--- src/rtl/rs_enc_param_if.sv ---
// Purpose : message-in / codeword-out stream bundle for the RS encoder.
// Latency : none (wires only).
// Backpressure: valid/ready on both sides; in_ready from encoder, out_ready from sink.
// Ports   : in_data/in_valid/in_last/in_ready (message side),
//           out_data/out_valid/out_par/out_last/out_ready (codeword side).
//           slave = encoder view, master = framer+interleaver view.
interface rs_enc_param_if #(
    parameter int SYM_W = 8
);
    logic [SYM_W-1:0] in_data;
    logic             in_valid;
    logic             in_last;
    logic             in_ready;
    logic [SYM_W-1:0] out_data;
    logic             out_valid;
    logic             out_par;
    logic             out_last;
    logic             out_ready;

    modport slave (
        input  in_data, in_valid, in_last, out_ready,
        output in_ready, out_data, out_valid, out_par, out_last
    );

    modport master (
        output in_data, in_valid, in_last, out_ready,
        input  in_ready, out_data, out_valid, out_par, out_last
    );
endinterface

--- src/rtl/rs_enc_param.sv ---
// Purpose : systematic RS encoder over GF(2^SYM_W); echoes message symbols, then appends NPAR parity.
// Latency : 1 cycle from accepted input to out_data; 1 symbol/cycle when out_ready is held high.
// Backpressure: output register holds while out_valid && !out_ready; in_ready low then and for all of PAR.
// Ports   : clk, rst (async, active-low), io (rs_enc_param_if.slave) carrying
//           in_data/in_valid/in_last/in_ready and out_data/out_valid/out_par/out_last/out_ready.
module rs_enc_param #(
    parameter int          SYM_W     = 8,
    parameter int unsigned PRIM_POLY = 'h11D,
    parameter int          N         = 255,
    parameter int          NPAR      = 16,
    parameter int          FCR       = 0
) (
    input  logic           clk,
    input  logic           rst,
    rs_enc_param_if.slave  io
);
    localparam int K      = N - NPAR;
    localparam int CNT_W  = $clog2(N);
    localparam int PCNT_W = $clog2(NPAR);

    typedef logic [SYM_W-1:0]            sym_t;
    typedef logic [NPAR-1:0][SYM_W-1:0]  par_t;
    typedef logic [NPAR:0][SYM_W-1:0]    poly_t;
    typedef enum logic { MSG, PAR } state_t;

    // Multiply by alpha (=2) modulo the field polynomial.
    function automatic sym_t xtime(input sym_t a);
        return a[SYM_W-1] ? ((a << 1) ^ SYM_W'(PRIM_POLY)) : (a << 1);
    endfunction

    // Shift-and-add field multiply. Every call site passes a constant b,
    // so each instance folds down to a fixed XOR network.
    function automatic sym_t gf_mul(input sym_t a, input sym_t b);
        sym_t r;
        r = '0;
        for (int i = SYM_W - 1; i >= 0; i--) begin
            r = xtime(r);
            if (b[i]) r = r ^ a;
        end
        return r;
    endfunction

    // Expand prod (x + alpha^(FCR+i)); the monic x^NPAR term is implicit.
    function automatic par_t gen_poly();
        poly_t g;
        sym_t  root;
        root = sym_t'(1);
        for (int i = 0; i < FCR; i++) root = xtime(root);
        g    = '0;
        g[0] = sym_t'(1);
        for (int i = 0; i < NPAR; i++) begin
            for (int j = i + 1; j >= 1; j--) g[j] = g[j-1] ^ gf_mul(g[j], root);
            g[0] = gf_mul(g[0], root);
            root = xtime(root);
        end
        return g[NPAR-1:0];
    endfunction

    localparam par_t G = gen_poly();

    state_t            state;
    logic [CNT_W-1:0]  cnt;
    logic [PCNT_W-1:0] pcnt;
    par_t              p;
    par_t              p_msg;
    sym_t              fb;
    logic              free;

    assign free        = !io.out_valid || io.out_ready;
    assign io.in_ready = (state == MSG) && free;
    assign fb          = io.in_data ^ p[NPAR-1];

    // Next parity state for one message symbol (LFSR division step).
    always_comb begin
        p_msg    = '0;
        p_msg[0] = gf_mul(fb, G[0]);
        for (int i = 1; i < NPAR; i++) p_msg[i] = p[i-1] ^ gf_mul(fb, G[i]);
    end

    always_ff @(posedge clk or negedge rst) begin
        if (!rst) begin
            state        <= MSG;
            cnt          <= '0;
            pcnt         <= '0;
            p            <= '0;
            io.out_data  <= '0;
            io.out_valid <= 1'b0;
            io.out_par   <= 1'b0;
            io.out_last  <= 1'b0;
        end else if (free) begin
            unique case (state)
                MSG: begin
                    if (io.in_valid) begin
                        p            <= p_msg;
                        io.out_data  <= io.in_data;
                        io.out_valid <= 1'b1;
                        io.out_par   <= 1'b0;
                        io.out_last  <= 1'b0;
                        // in_last before K symbols shortens the codeword.
                        if (io.in_last || cnt == CNT_W'(K - 1)) begin
                            state <= PAR;
                            cnt   <= '0;
                        end else begin
                            cnt <= cnt + 1'b1;
                        end
                    end else begin
                        io.out_valid <= 1'b0;
                        io.out_par   <= 1'b0;
                        io.out_last  <= 1'b0;
                    end
                end
                PAR: begin
                    // Drain highest-degree parity first; zero-fill so p is clean for the next codeword.
                    io.out_data  <= p[NPAR-1];
                    io.out_valid <= 1'b1;
                    io.out_par   <= 1'b1;
                    p            <= {p[NPAR-2:0], sym_t'(0)};
                    if (pcnt == PCNT_W'(NPAR - 1)) begin
                        io.out_last <= 1'b1;
                        pcnt        <= '0;
                        state       <= MSG;
                    end else begin
                        io.out_last <= 1'b0;
                        pcnt        <= pcnt + 1'b1;
                    end
                end
            endcase
        end
    end
endmodule
--- src/flat_wrapper.sv ---
// flat-port wrapper written by rule: the top's interface ports become plain ports
module rs_enc_param_flat 
#(
    parameter int          SYM_W     = 8,
    parameter int unsigned PRIM_POLY = 'h11D,
    parameter int          N         = 255,
    parameter int          NPAR      = 16,
    parameter int          FCR       = 0
)
  (clk, rst, io_in_data, io_in_valid, io_in_last, io_out_ready, io_in_ready, io_out_data, io_out_valid, io_out_par, io_out_last);
  rs_enc_param_if #(.SYM_W(SYM_W)) io_i ();
  input  logic clk;
  input  logic rst;
  input wire logic [$bits(io_i.in_data)-1:0] io_in_data;
  input wire logic [$bits(io_i.in_valid)-1:0] io_in_valid;
  input wire logic [$bits(io_i.in_last)-1:0] io_in_last;
  input wire logic [$bits(io_i.out_ready)-1:0] io_out_ready;
  output wire logic [$bits(io_i.in_ready)-1:0] io_in_ready;
  output wire logic [$bits(io_i.out_data)-1:0] io_out_data;
  output wire logic [$bits(io_i.out_valid)-1:0] io_out_valid;
  output wire logic [$bits(io_i.out_par)-1:0] io_out_par;
  output wire logic [$bits(io_i.out_last)-1:0] io_out_last;
  assign io_i.in_data = io_in_data;
  assign io_i.in_valid = io_in_valid;
  assign io_i.in_last = io_in_last;
  assign io_i.out_ready = io_out_ready;
  assign io_in_ready = io_i.in_ready;
  assign io_out_data = io_i.out_data;
  assign io_out_valid = io_i.out_valid;
  assign io_out_par = io_i.out_par;
  assign io_out_last = io_i.out_last;
  rs_enc_param #(.SYM_W(SYM_W), .PRIM_POLY(PRIM_POLY), .N(N), .NPAR(NPAR), .FCR(FCR)) u_core (.clk(clk), .rst(rst), .io(io_i));
endmodule
--- config.mk ---
export PLATFORM = sky130hd
export DESIGN_NAME = rs_enc_param_flat
export DESIGN_NICKNAME = d
export VERILOG_FILES = /design/src/rtl/rs_enc_param_if.sv /design/src/rtl/rs_enc_param.sv /design/src/flat_wrapper.sv
export SDC_FILE = /design/constraint.sdc
export NUM_CORES = 1
export LEC_CHECK = 0
export ABC_CLOCK_PERIOD_IN_PS = 3000
export CORE_MARGIN = 10
export CORE_UTILIZATION = 60
export CTS_BUF_LIST = sky130_fd_sc_hd__clkbuf_2 sky130_fd_sc_hd__clkbuf_4 sky130_fd_sc_hd__clkbuf_8
export CTS_CLUSTER_DIAMETER = 80
export DETAILED_ROUTE_END_ITERATION = 6
export HOLD_SLACK_MARGIN = 0.03
export PLACE_DENSITY = 0.81
export REMOVE_ABC_BUFFERS = 1
export SYNTH_ARGS = -nofsm -noshare
export SYNTH_HDL_FRONTEND = slang
export SYNTH_SLANG_ARGS = --single-unit
--- constraint.sdc ---
create_clock -name clk -period 3 [get_ports clk]
set_input_delay 0.75 -clock clk [delete_from_list [all_inputs] [get_ports clk]]
set_output_delay 0.75 -clock clk [all_outputs]
set_load 0.01 [all_outputs]
==> results_dict.tcl, run 1 <==
set metrics [dict create \
    status "complete, no violations" \
    clock_latency_ps 490 \
    path_max_fanout 6 \
    slew_headroom_pct 34.9 \
    drt-total-wl_mm 20.4 \
    period_needed_ps 2770 \
    port-buffer-count 24 \
    cts_resized 0 \
    routed_via_density 5.50 \
    yosysSeqAreaShare_pct 43.4 \
    pwr-share-comb_pct 66.1 \
    clkTransAtPathRegs_ps 90 \
    n_antenna_cell 0 \
    num_rows 44 \
    rr_endpoint "u_core.p[84]" \
    postCtsSetupBuffers 0 \
    regToRegSetupSlack_ps 480 \
    switching_share_pct 41.3 \
    ys_warn_count 0 \
    p_sw_mw 6.09 \
    routedWlPerCell_um 17.3 \
    critical_path_class "primary input to flop" \
    hold_violations 0 \
    core_region_area_um2 14400 \
    cts_tree "done" \
    layout.cells.non_filler 1181 \
    syn_to_final_growth_pct 16.7 \
    netlist_instances 897 \
    vdd_ir_drop_max_mv 0.815 \
    overflow 0 \
    hpwlAfterDp_mm 14.6 \
    synth-edff-count 0 \
    critical_path.startpoint "io_in_data[5]" \
    p_leak_nw 4.45 \
    maxCapViolCount 0 \
    dr.pass1.iters 5 \
    synth.cell_area_um2 8760 \
    syn_area_per_cell_um2 9.77 \
    die_x_um 141 \
    crit_top_cell "xnor2_2" \
    slew_violations 0 \
    hp-class "primary input to async pin" \
    gr-usage-all-layers_pct 21.2 \
    fin_worst_skew_ps 14.2 \
    ys_ff_latch 152 \
    htree_levels 4 \
    rr_worst_depth 7 \
    grt_pass1_wl_mm 33.2 \
    vias 6493 \
    drc 0 \
    die-area_um2 19800 \
    clock_sinks 152 \
    critPathMaxStageDelay_ps 520 \
    holdWs_ps 200 \
    layout.nets 1000 \
    final_antenna_net_count 0 \
    setup-violations-final 0 \
    cp.required_ps 3400 \
    crit_path_start_kind "primary input" \
    grt_max_degree 69 \
    hold_buffers 0 \
    synth.distinct_cells 41 \
    clock_path_buffers 2 \
    period_share_pct 92.2 \
    async_reset_ff_share_pct 100 \
    critPathTopFamily "XOR/XNOR gates" \
    place_congestion 0.896 \
    die_h_um 141 \
    p_seq_share_pct 23.3 \
    dp_cells 1149 \
    grt_pass1_vias 6392 \
    worstSetupEndpoint "u_core.p[82]" \
    slowest_stage "clkdlybuf4s50_1" \
    critPathBufInv 2 \
    path_depth 8 \
    rsz0062_at_grt "false" \
    start_util_pct 60.7 \
    tightest_slew_ps 969 \
    p_per_area_nw_per_um2 1440 \
    cts_buffers 17 \
    synthFlopType "dfrtp_1" \
    ios 25 \
    internal_power_mw 8.64 \
    r2r_start "u_core.p[127]" \
    layout-drive-gt1-share_pct 14.4 \
    pwr-share-clk_pct 10.6 \
    fmax_ghz 0.362 \
    drtIter0Drc 559 \
    crit_path_cell_trace "clkdlybuf4s50_1 -> xor2_2 -> buf_4 -> xnor2_2 -> xnor2_2 -> xnor2_1 -> or3_1 -> a31oi_1" \
    cp.arrival_ps 3170 \
    antenna_found_initial 0 \
    cts-root-buf "clkbuf_8" \
    critPathCaptureType "flop" \
]
## state kept, by name, indices dropped and copies added, names as in the netlist
signal	flops
u_core.cnt	8
u_core.io.out_data	8
u_core.io.out_last	1
u_core.io.out_par	1
u_core.io.out_valid	1
u_core.p	128
u_core.pcnt	4
u_core.state	1
## worst min path at each step
stage | slack, ps | start | end | depth (start not counted)
floorplan | 450 | rst | u_core.cnt[0] | 0
global placement | 460 | u_core.io.out_par | u_core.io.out_par | 2
detailed placement | 470 | u_core.io.out_data[3] | u_core.io.out_data[3] | 2
CTS | 200 | rst | u_core.p[35] | 1
global route | 210 | rst | u_core.p[19] | 1
finish | 200 | rst | u_core.p[35] | 1
## power groups by stage
stage	logic (mW)	registers, mW	clock network (mW)
after floorplan	6.23	3.44	0
after detailed placement	9.61	3.45	0
after CTS	9.67	3.42	1.60
after global routing	10.4	3.52	1.69
after global placement	9.40	3.42	0
final	9.72	3.43	1.57
## cells by family after synthesis
logic type               Yosys count  synth area share (%)
AND/OR/NAND/NOR                  295                  13.9
XOR/XNOR                         222                  28.6
AO/OA/AOI/OAI                    166                  10.5
flip-flops                       152                  43.4
buffers and inverters             50                  2.19
multiplexers                       9                  1.03
adder cells (fa/ha/maj)            3                 0.428
## Yosys cell counts, types with 4 or more instances
cell	number	share of area, %
a21oi_1	4	0.23
a31oi_1	6	0.43
and2_1	6	0.43
and3_1	5	0.36
clkbuf_1	41	1.8
dfrtp_1	152	43
mux2i_1	9	1.0
nand2_1	151	6.5
nand2b_1	8	0.57
nand3_1	11	0.63
nor2_1	94	4.0
nor3_1	5	0.29
o211ai_1	6	0.51
o21ai_0	126	7.2
o21ai_1	4	0.23
o31a_1	4	0.40
o31ai_1	4	0.34
or3_1	5	0.36
xnor2_1	169	17
xnor2_2	10	1.9
xnor2_4	4	1.3
xnor3_1	27	6.9
xor2_1	8	0.80
## final cells by class
type / count / area [µm²]
sequential: 152 / 3810
clock buffer: 17 / 234
multi-input combinational: 695 / 4780
tap: 184 / 230
fill: 1038 / 4200
inverter: 3 / 11.3
timing repair buffer: 115 / 1010
clock inverter: 15 / 154
## through the flow
| step | TNS (ps) | power (mW) | setup slack [ps] | cell area [µm²] | util [%] |
|---|---|---|---|---|---|
| 2_1_floorplan | -888590 | 9.66 | -6850 | 8580 | - |
| 3_3_place_gp | -5360 | 12.8 | -197 | 9840 | 68.2 |
| 3_5_place_dp | -8210 | 13.1 | -214 | 9840 | 68.2 |
| 4_1_cts | 0 | 14.7 | 263 | 10200 | 70.9 |
| 5_1_grt | 0 | 15.6 | 131 | 10200 | 70.9 |
| 6_report | 0 | 14.7 | 235 | 10200 | 70.9 |
## per-layer routing
metal | routed length [µm] | part of all wire [%] | vias up | global-route usage [%]
li1 | - | - | 3123 | -
met1 | 8860 | 43 | 3141 | 27.6
met2 | 9730 | 48 | 192 | 33.4
met3 | 1430 | 7.0 | 37 | 6.08
met4 | 388 | 1.9 | 0 | 6.41
met5 | 0 | 0 | - | 0
## placed cells by master, fill, tap and decap left out, types with 6 or more instances in the layout
| master | netlist | routed |
|---|---|---|
| dfrtp_1 | 152 | 151 |
| a31oi_1 | 6 | 6 |
| xnor2_2 | 10 | 10 |
| xor2_1 | 8 | 8 |
| buf_4 | 0 | 84 |
| o21ai_0 | 126 | 126 |
| buf_12 | 0 | 7 |
| nand2_1 | 151 | 151 |
| clkdlybuf4s50_1 | 0 | 23 |
| mux2i_1 | 9 | 9 |
| nand2b_1 | 8 | 8 |
| xnor3_1 | 27 | 27 |
| xnor2_1 | 169 | 169 |
| clkbuf_8 | 0 | 17 |
| inv_6 | 0 | 8 |
| nand3_1 | 11 | 11 |
| and2_1 | 6 | 6 |
| o211ai_1 | 6 | 6 |
| nor2_1 | 94 | 94 |
Note: power is estimated with default switching activity, not from simulation.
==> run 2: changes to the inputs <==
--- a/config.mk
+++ b/config.mk
@@ -17,3 +17,4 @@
 export SYNTH_ARGS = -nofsm -noshare
 export SYNTH_HDL_FRONTEND = slang
 export SYNTH_SLANG_ARGS = --single-unit
+export TNS_END_PERCENT = 100
==> results of run 2 <==
No change in the layout: final DEF, timing and power equal those of run 1.
==> run 3: changes to the inputs <==
--- a/config.mk
+++ b/config.mk
@@ -14,6 +14,7 @@
 export HOLD_SLACK_MARGIN = 0.03
 export PLACE_DENSITY = 0.81
 export REMOVE_ABC_BUFFERS = 1
+export SETUP_SLACK_MARGIN = 0.15
 export SYNTH_ARGS = -nofsm -noshare
 export SYNTH_HDL_FRONTEND = slang
 export SYNTH_SLANG_ARGS = --single-unit
==> results_dict.tcl, run 3 (synthesis gave the netlist of run 1 again) <==
set metrics [dict create \
    num_rows 44 \
    core_region_area_um2 14400 \
    p_leak_nw 4.45 \
    period_share_pct 91.9 \
    start_util_pct 60.7 \
    tightest_slew_ps 976 \
    overflow 0 \
    layout_common_cells "xnor2_1 (169), nand2_1 (151), dfrtp_1 (151)" \
    place_congestion 0.896 \
    hold_violations 0 \
    final_antenna_net_count 0 \
    reg_top3 "u_core.p (128), u_core.cnt (8), u_core.io.out_data (8)" \
    slowest_stage "clkdlybuf4s50_1" \
    mostFrequentLayoutCell "xnor2_1" \
    grt_use_met3_pct 6.08 \
    period_needed_ps 2760 \
    critPathTopFamily "XOR/XNOR gates" \
    met1_usage_pct 27.6 \
    die_h_um 141 \
    vdd_ir_drop_max_mv 0.812 \
    slew_violations 0 \
    cp.arrival_ps 3110 \
    status "complete, no violations" \
    nFillCells 1035 \
    grt_pass1_vias 6392 \
    dr.pass1.iters 5 \
    cts_tree "done" \
    grt_pass1_wl_mm 33.2 \
    slew_headroom_pct 34.4 \
    path_max_fanout 4 \
    largest_reg_flops 128 \
    cts-root-buf "clkbuf_8" \
    fin_worst_skew_ps 16.7 \
    antenna_found_initial 0 \
    fin_util_pct 71.0 \
    hpwlAfterDp_mm 14.6 \
    port-buffer-count 24 \
    place_ws_ps -214 \
    critPathMaxStageDelay_ps 510 \
    clock_latency_ps 490 \
    vias 6496 \
    syn_to_final_growth_pct 16.9 \
    crit_top_cell "buf_4" \
    die-area_um2 19800 \
    crit_path_cell_trace "clkdlybuf4s50_1 -> buf_4 -> xor2_2 -> buf_4 -> xnor3_1 -> xor2_1 -> nor2_1 -> xnor2_1 -> o21ai_0" \
    die_x_um 141 \
    cts_buffers 17 \
    critical_path_class "primary input to flop" \
    ios 25 \
    crit_path_start_kind "primary input" \
    grt_max_degree 69 \
    top_register "u_core.p" \
    routed_via_density 5.50 \
    cp.required_ps 3360 \
    drtIter0Drc 566 \
    layout-drive-gt1-share_pct 14.4 \
    gr-usage-met2_pct 33.4 \
    routedWlPerCell_um 17.3 \
    drc 0 \
    rsz0062_at_grt "false" \
    maxCapViolCount 0 \
    critPathCaptureType "flop" \
    clock_sinks 152 \
    critPathBufInv 3 \
    hp-class "primary input to async pin" \
    setup_slack_ps 244 \
    setup-violations-final 0 \
    layout.nets 1000 \
    drt-total-wl_mm 20.4 \
    fmax_ghz 0.363 \
    top_usage_layer "met2" \
    clock_path_buffers 2 \
    n_antenna_cell 0 \
    p_per_area_nw_per_um2 1440 \
    htree_levels 4 \
    gr-usage-all-layers_pct 21.2 \
    postCtsSetupBuffers 0 \
    clkTransAtPathRegs_ps 90 \
]
## run 3: layout make-up
class | count | area [µm²] | area share, %
Tap cell | 184 | 230 | 2.25
Timing Repair Buffer | 115 | 1010 | 9.89
Inverter | 3 | 11.3 | 0.110
Multi-Input combinational cell | 695 | 4790 | 46.8
Sequential cell | 152 | 3810 | 37.2
Clock inverter | 15 | 154 | 1.50
Clock buffer | 17 | 234 | 2.29
## run 3: worst paths after layout
check	start	to	slack [ps]	cells past startpoint
min in group clk	u_core.io.out_data[3]	u_core.io.out_data[3]	480	2
worst max register to register	u_core.p[127]	u_core.p[84]	460	7
max in group asynchronous	rst	u_core.state	2120	2
worst min register to register	u_core.io.out_data[3]	u_core.io.out_data[3]	480	2
worst min-delay path	rst	u_core.p[35]	200	1
worst max-delay path	io_in_data[7]	u_core.p[118]	240	9
## run 3: stage by stage
step / std cells / total power, mW / hold slack, ps / TNS, ps / cell area, µm²
final: 1181 / 14.7 / 202 / 0 / 10200
after detailed placement: 1149 / 13.1 / 470 / -8210 / 9840
after floorplan: 850 / 9.66 / 446 / -888590 / 8580
after global placement: 1149 / 12.8 / 462 / -5360 / 9840
after CTS: 1181 / 14.7 / 203 / 0 / 10200
after global routing: 1181 / 15.6 / 211 / 0 / 10200
## run 3: where the power goes
| part | total (mW) | switching [mW] | internal (mW) | leakage (nW) |
|---|---|---|---|---|
| logic | 9.74 | 4.58 | 5.16 | 2.26 |
| clock network | 1.57 | 0.882 | 0.688 | 0.201 |
| registers | 3.43 | 0.628 | 2.80 | 1.99 |
## run 3: worst reg2reg max path: stages, from the launching register on
cell and delay [ps]:
dfrtp_1 470, xnor2_1 500, buf_4 220, xnor3_1 460, xnor3_1 270, nor2_1 50, xnor2_1 290, o21ai_0 130
## run 3: repair_timing
item | 4_1_cts | 5_1_grt
endpoints found under the hold margin | 0 | 0
hold buffers | 0 | 0
gates resized for setup | 0 | 1
setup endpoints to repair | 0 | 2
## run 3: routing by layer
| layer | routed length [µm] | vias to the layer above |
|---|---|---|
| li1 | - | 3125 |
| met1 | 8810 | 3137 |
| met2 | 9690 | 196 |
| met3 | 1490 | 38 |
| met4 | 401 | 0 |
| met5 | 0 | - |
